**src/rtl/mem_addr_pkg.sv**
```systemverilog
// rtl/mem_addr_pkg.sv - shared types and constants for the memory-address sequencer
package mem_addr_pkg;

  // Memory-address source selector encoding
  typedef enum logic [1:0] {
    SEL_JUMP = 2'd0,
    SEL_PC   = 2'd1,
    SEL_ALU  = 2'd2,
    SEL_RSVD = 2'd3
  } addr_sel_e;

  // Exception cause codes; each indexes one vector byte above the base
  typedef enum logic [1:0] {
    EXC_OPCODE = 2'd0,
    EXC_OVF    = 2'd1,
    EXC_DIV0   = 2'd2
  } exc_code_e;

  // Exception-vector sequencer states
  typedef enum logic [1:0] {
    IDLE    = 2'd0,
    WAIT    = 2'd1,
    CAPTURE = 2'd2,
    DONE    = 2'd3
  } seq_state_e;

  // Byte address of the vector for exception code 0
  localparam int VEC_BASE_DEFAULT = 253;

  // Width of the memory-latency wait counter (latency is 1..7)
  localparam int CNT_W = 3;

endpackage

```
**src/rtl/addr_src_mux.sv**
```systemverilog
// rtl/addr_src_mux.sv - combinational 4-way memory-address source select
module addr_src_mux
  import mem_addr_pkg::*;
#(
  parameter int ADDR_W  = 32,
  parameter int JADDR_W = 26
) (
  input  logic [1:0]         addr_sel,
  input  logic [JADDR_W-1:0] jaddr,
  input  logic [ADDR_W-1:0]  pc_addr,
  input  logic [ADDR_W-1:0]  alu_addr,
  input  logic [ADDR_W-1:0]  hold_addr,
  output logic [ADDR_W-1:0]  sel_addr
);

  // Pick the source; the jump field is zero-extended, the reserved code holds
  always_comb begin
    sel_addr = hold_addr;
    case (addr_sel_e'(addr_sel))
      SEL_JUMP: sel_addr = ADDR_W'(jaddr);
      SEL_PC:   sel_addr = pc_addr;
      SEL_ALU:  sel_addr = alu_addr;
      SEL_RSVD: sel_addr = hold_addr;
      default:  sel_addr = hold_addr;
    endcase
  end

endmodule

```
**src/rtl/mem_addr_seq.sv**
```systemverilog
// rtl/mem_addr_seq.sv - registered memory-address select with exception-vector sequencer
module mem_addr_seq
  import mem_addr_pkg::*;
#(
  parameter int ADDR_W   = 32,
  parameter int JADDR_W  = 26,
  parameter int MEM_LAT  = 1,
  parameter int VEC_BASE = VEC_BASE_DEFAULT,
  parameter int NUM_EXC  = 3
) (
  input  logic               clk,
  input  logic               reset_n,
  input  logic [1:0]         addr_sel,
  input  logic [JADDR_W-1:0] jaddr,
  input  logic [ADDR_W-1:0]  pc_addr,
  input  logic [ADDR_W-1:0]  alu_addr,
  input  logic               exc_req,
  input  logic [1:0]         exc_code,
  input  logic [ADDR_W-1:0]  epc_in,
  input  logic [7:0]         mem_byte,
  output logic [ADDR_W-1:0]  addr_out,
  output logic               exc_busy,
  output logic               exc_done,
  output logic               exc_illegal,
  output logic [ADDR_W-1:0]  new_pc,
  output logic [ADDR_W-1:0]  epc_out
);

  seq_state_e        state_q, state_d;
  logic [CNT_W-1:0]  cnt_q, cnt_d;
  logic [ADDR_W-1:0] addr_q, addr_d;
  logic [ADDR_W-1:0] new_pc_q, new_pc_d;
  logic [ADDR_W-1:0] epc_q, epc_d;
  logic              illegal_q, illegal_d;

  logic [ADDR_W-1:0] mux_addr;
  logic              code_ok;

  addr_src_mux #(
    .ADDR_W  (ADDR_W),
    .JADDR_W (JADDR_W)
  ) u_addr_src_mux (
    .addr_sel  (addr_sel),
    .jaddr     (jaddr),
    .pc_addr   (pc_addr),
    .alu_addr  (alu_addr),
    .hold_addr (addr_q),
    .sel_addr  (mux_addr)
  );

  assign code_ok = (int'(exc_code) < NUM_EXC);

  // Next-state logic: normal address tracking in IDLE, vector fetch sequence otherwise
  always_comb begin
    state_d   = state_q;
    cnt_d     = cnt_q;
    addr_d    = addr_q;
    new_pc_d  = new_pc_q;
    epc_d     = epc_q;
    illegal_d = illegal_q;
    case (state_q)
      IDLE: begin
        if (exc_req && code_ok) begin
          // Exception takes priority over any addr_sel update this cycle
          addr_d  = ADDR_W'(VEC_BASE) + ADDR_W'(exc_code);
          epc_d   = epc_in;
          cnt_d   = CNT_W'(MEM_LAT - 1);
          state_d = WAIT;
        end else begin
          addr_d = mux_addr;
          if (exc_req) begin
            illegal_d = 1'b1;
          end
        end
      end
      WAIT: begin
        if (cnt_q == '0) begin
          state_d = CAPTURE;
        end else begin
          cnt_d = cnt_q - CNT_W'(1);
        end
      end
      CAPTURE: begin
        new_pc_d = ADDR_W'(mem_byte);
        state_d  = DONE;
      end
      DONE: begin
        state_d = IDLE;
      end
      default: begin
        state_d = IDLE;
      end
    endcase
  end

  // State and datapath registers, cleared asynchronously
  always_ff @(posedge clk or negedge reset_n) begin
    if (!reset_n) begin
      state_q   <= IDLE;
      cnt_q     <= '0;
      addr_q    <= '0;
      new_pc_q  <= '0;
      epc_q     <= '0;
      illegal_q <= 1'b0;
    end else begin
      state_q   <= state_d;
      cnt_q     <= cnt_d;
      addr_q    <= addr_d;
      new_pc_q  <= new_pc_d;
      epc_q     <= epc_d;
      illegal_q <= illegal_d;
    end
  end

  assign addr_out    = addr_q;
  assign exc_busy    = (state_q != IDLE);
  assign exc_done    = (state_q == DONE);
  assign exc_illegal = illegal_q;
  assign new_pc      = new_pc_q;
  assign epc_out     = epc_q;

endmodule

```
**config.mk**
```make
export PLATFORM = sky130hd
export DESIGN_NAME = mem_addr_seq
export DESIGN_NICKNAME = d
export VERILOG_FILES = /design/src/rtl/mem_addr_pkg.sv /design/src/rtl/addr_src_mux.sv /design/src/rtl/mem_addr_seq.sv
export SDC_FILE = /design/constraint.sdc
export NUM_CORES = 1
export LEC_CHECK = 0
export ABC_AREA = 1
export BUFFER_PORTS_ARGS = -buffer_cell sky130_fd_sc_hd__buf_4
export CORE_ASPECT_RATIO = 0.6
export CORE_MARGIN = 8
export CORE_UTILIZATION = 48
export DETAILED_ROUTE_END_ITERATION = 12
export HOLD_SLACK_MARGIN = 0.03
export PLACE_DENSITY = 0.95
export RECOVER_POWER = 50
export SLEW_MARGIN = 20
export SYNTH_ARGS = -nofsm -noshare
export SYNTH_HDL_FRONTEND = slang
export SYNTH_SLANG_ARGS = --single-unit
```
**constraint.sdc**
```tcl
create_clock -name clk -period 2.5 [get_ports clk]
set_input_delay 0.5 -clock clk [delete_from_list [all_inputs] [get_ports clk]]
set_output_delay 0.5 -clock clk [all_outputs]
set_load 0.02 [all_outputs]
```
==> flow_summary.yaml <==
placed_design:
  place_congestion: 0.887
  post-dp-hpwl_um: 10800
  post-place-cells: 839
  placement.io_buffers: 211
power_and_ir_drop:
  power.density_nw_per_um2: 1090
  power.switching_mw: 2.73
  power_mw: 6.31
  internal-power_mw: 3.58
  switching_share_pct: 43.3
  worst_ir_drop_vdd_mv: 0.779
  power.static_leakage_nw: 3.22
  pwr-share-clk_pct: 18.9
  combinational_group_share_of_total_power_pct: 47.0
  seq_power_share_pct: 34.1
worst_setup_path:
  crit_type: "reg -> reg"
  arrival_ps: 2430
  slowest_delay_ps: 700
  worstPathRequired_ps: 2760
  path_delay_family: "buffers and inverters"
  cp.buffers_inverters: 2
  crit_path_max_fanout: 31
  setup.worst_path.end_class: "register"
  path_common_cell: "nand2_1"
  cp_cell_sequence: "inv_1, ha_1, nand2_1, nand2_2, inv_1, nand2_1, nand2_1"
  library_cell_contributing_the_largest_single_delay_on_the_critical_path: "inv_1"
  start_kind: "register"
sta:
  report.final.slew_viol_count: 37
  timing.final.crit_share_pct: 87.0
  timing.slew.headroom_pct: -33.6
  worst_pin_slew_ps: 2000
  hold_viol_final: 0
  setup_viol_count_final: 0
  finalSetupTns_ps: 0
  final.min_clock_period_ps: 2180
  rsz0062_at_grt: "no"
  fmax_mhz: 460
  clock_skew_ps: 4.98
final_layout:
  mostFrequentLayoutCell: "nand2_1"
  area_growth_syn_to_layout_pct: 42.6
  layout-drive-gt1-share_pct: 28.2
  layout.nets: 886
  finalNonFillerCells: 854
  antennaDiodeCount: 0
  layout_common_cells: "nand2_1, buf_4, dfrtp_1"
  fill_cells: 686
  final_util_pct: 69.2
synth:
  netlist_top_cells_area: "dfrtp_1, nand2_1, a21oi_1"
  synth-warning-count: 0
  post_synth.cell_area_avg_um2: 7.60
  synth.cell_area_um2: 4060
  synth_top_area_share_pct: 48.1
  postSynthCellCount: 534
  yosys_register_bits: 78
  fraction_of_the_yosys_area_taken_by_sequential_cells_pct: 48.1
  synth.largest_area_cell: "dfrtp_1"
  synth.lib_cells_used.distinct: 22
clock_network:
  clkSlewWorstSetupHoldPaths_ps: 60
  ctsHtreeMaxLevel: 3
  clk-insertion-delay-late_ps: 330
  post_cts_resized: 0
  postCtsHoldBufs: 0
  ctsRootBufferMaster: "clkbuf_16"
  cts_tree: "built"
  clock_path_buffers: 2
  post_cts.repair.setup_buffers: 0
  cts_made_buffers: 9
  tritoncts_num_sinks: 78
floorplan:
  floorplan.core_area_um2: 8360
  std_cell_rows: 26
  starting_density_of_the_core_pct: 48.5
  ioPinCount: 236
  die_h_um: 87.2
  dieWidth_um: 135
  design.die.area_um2: 11800
global_route:
  grt_antenna_before_repair: 0
  global_route.usage.total_pct: 23.1
  grt_max_degree: 43
  grt_pass1_wl_um: 21600
  total_grt_overflow: 0
  grt_pass1_vias: 4430
drt:
  wl_met1_um: 5180
  route.detailed.drc: 0
  num_vias: 4199
  first_iter_violations: 235
  ant_nets: 0
  wl_met3_um: 1840
  vias_per_cell: 4.92
  route.final.wire_length_um: 14000
  drt_first_pass_iters: 5
  topRoutingLayerUsed: "met4"
  wl_met2_um: 6770
  routedWlPerCell_um: 16.4
job:
  drv.max_cap_violation_count: 1
outcome:
  status: "finished, violations left"
  failing_checks: "capacitance limit, slew limit"
hold_path:
  min_path_type: "in -> reg"
==> registers in the layout, indices dropped and copies added (netlist names) <==
signal and cells:
addr_out 32, exc_illegal 1, new_pc 8, epc_out 32, cnt_q 3, state_q 2
==> through the flow <==
step	cell area (um2)	hold WS (ps)	setup slack (ps)
finish	5790	356	325
global route	5790	362	91.8
CTS	5930	129	322
detailed placement	5650	468	417
global placement	5650	455	558
floorplan	4150	204	902
==> cells in the mapped netlist, drive strengths merged <==
cell type / n
o21ai: 9
a21oi: 44
o211ai: 1
inv: 24
nand3: 9
nand3b: 1
nand2: 263
xnor2: 1
dfrtp: 78
conb: 1
nor2: 34
ha: 11
mux2: 8
buf: 35
clkbuf: 14
a31o: 1
==> layout make-up <==
| cell class | instances | area [um2] | area share, % |
|---|---|---|---|
| flip-flops and latches | 78 | 1950 | 33.7 |
| multi-input cells | 406 | 1800 | 31.1 |
| repair buffers | 219 | 1530 | 26.4 |
| clock inverters | 6 | 47.5 | 0.822 |
| inverters | 24 | 90.1 | 1.56 |
| clock buffers | 9 | 225 | 3.89 |
| well taps | 112 | 140 | 2.42 |
==> metal layers <==
metal	vias to the layer above	GRT usage [%]
li1	2009	-
met1	1932	25.3
met2	236	39.7
met3	22	10.6
met4	0	6.99
met5	-	0
==> cells by family after synthesis <==
group                      Yosys count  synth area share, %
xor gates and xnor gates             1                0.216
and+or+nand+nor                    307                 29.1
AOI/OAI and AO/OA                   55                 7.21
muxes                                8                 2.22
other                                1               0.0924
DFF                                 78                 48.1
adders and majority gates           11                 3.39
buffers and inverters               73                 9.65
==> power groups by stage <==
stage                     Combinational (mW)  Clock [mW]  Sequential [mW]
after CTS                               3.20        1.22             2.16
final                                   2.97        1.19             2.15
after global placement                  3.07           0             2.14
after floorplan                         1.20           0             2.74
after detailed placement                3.18           0             2.16
after global routing                    3.27        1.26             2.22
==> worst reg2reg max path: cells and delay by family, from the launching register on <==
| family | cells | cell delay (ps) |
|---|---|---|
| buffers and inverters | 2 | 780 |
| AND/OR/NAND/NOR | 4 | 620 |
| adder cells (fa/ha/maj) | 1 | 320 |
| flip-flops | 1 | 400 |
==> path summary, 6_finish.rpt <==
path	to	depth (start not counted)	slack, ps	startpoint
max	addr_out[9]	7	320	state_q[0]
min	epc_out[5]	3	360	epc_in[5]
max reg2reg	addr_out[9]	7	320	state_q[0]
min reg2reg	addr_out[8]	2	480	addr_out[8]
max in group asynchronous	epc_out[24]	1	620	reset_n
min in group asynchronous	epc_out[1]	1	730	reset_n
(Power assumes the default switching activity.)
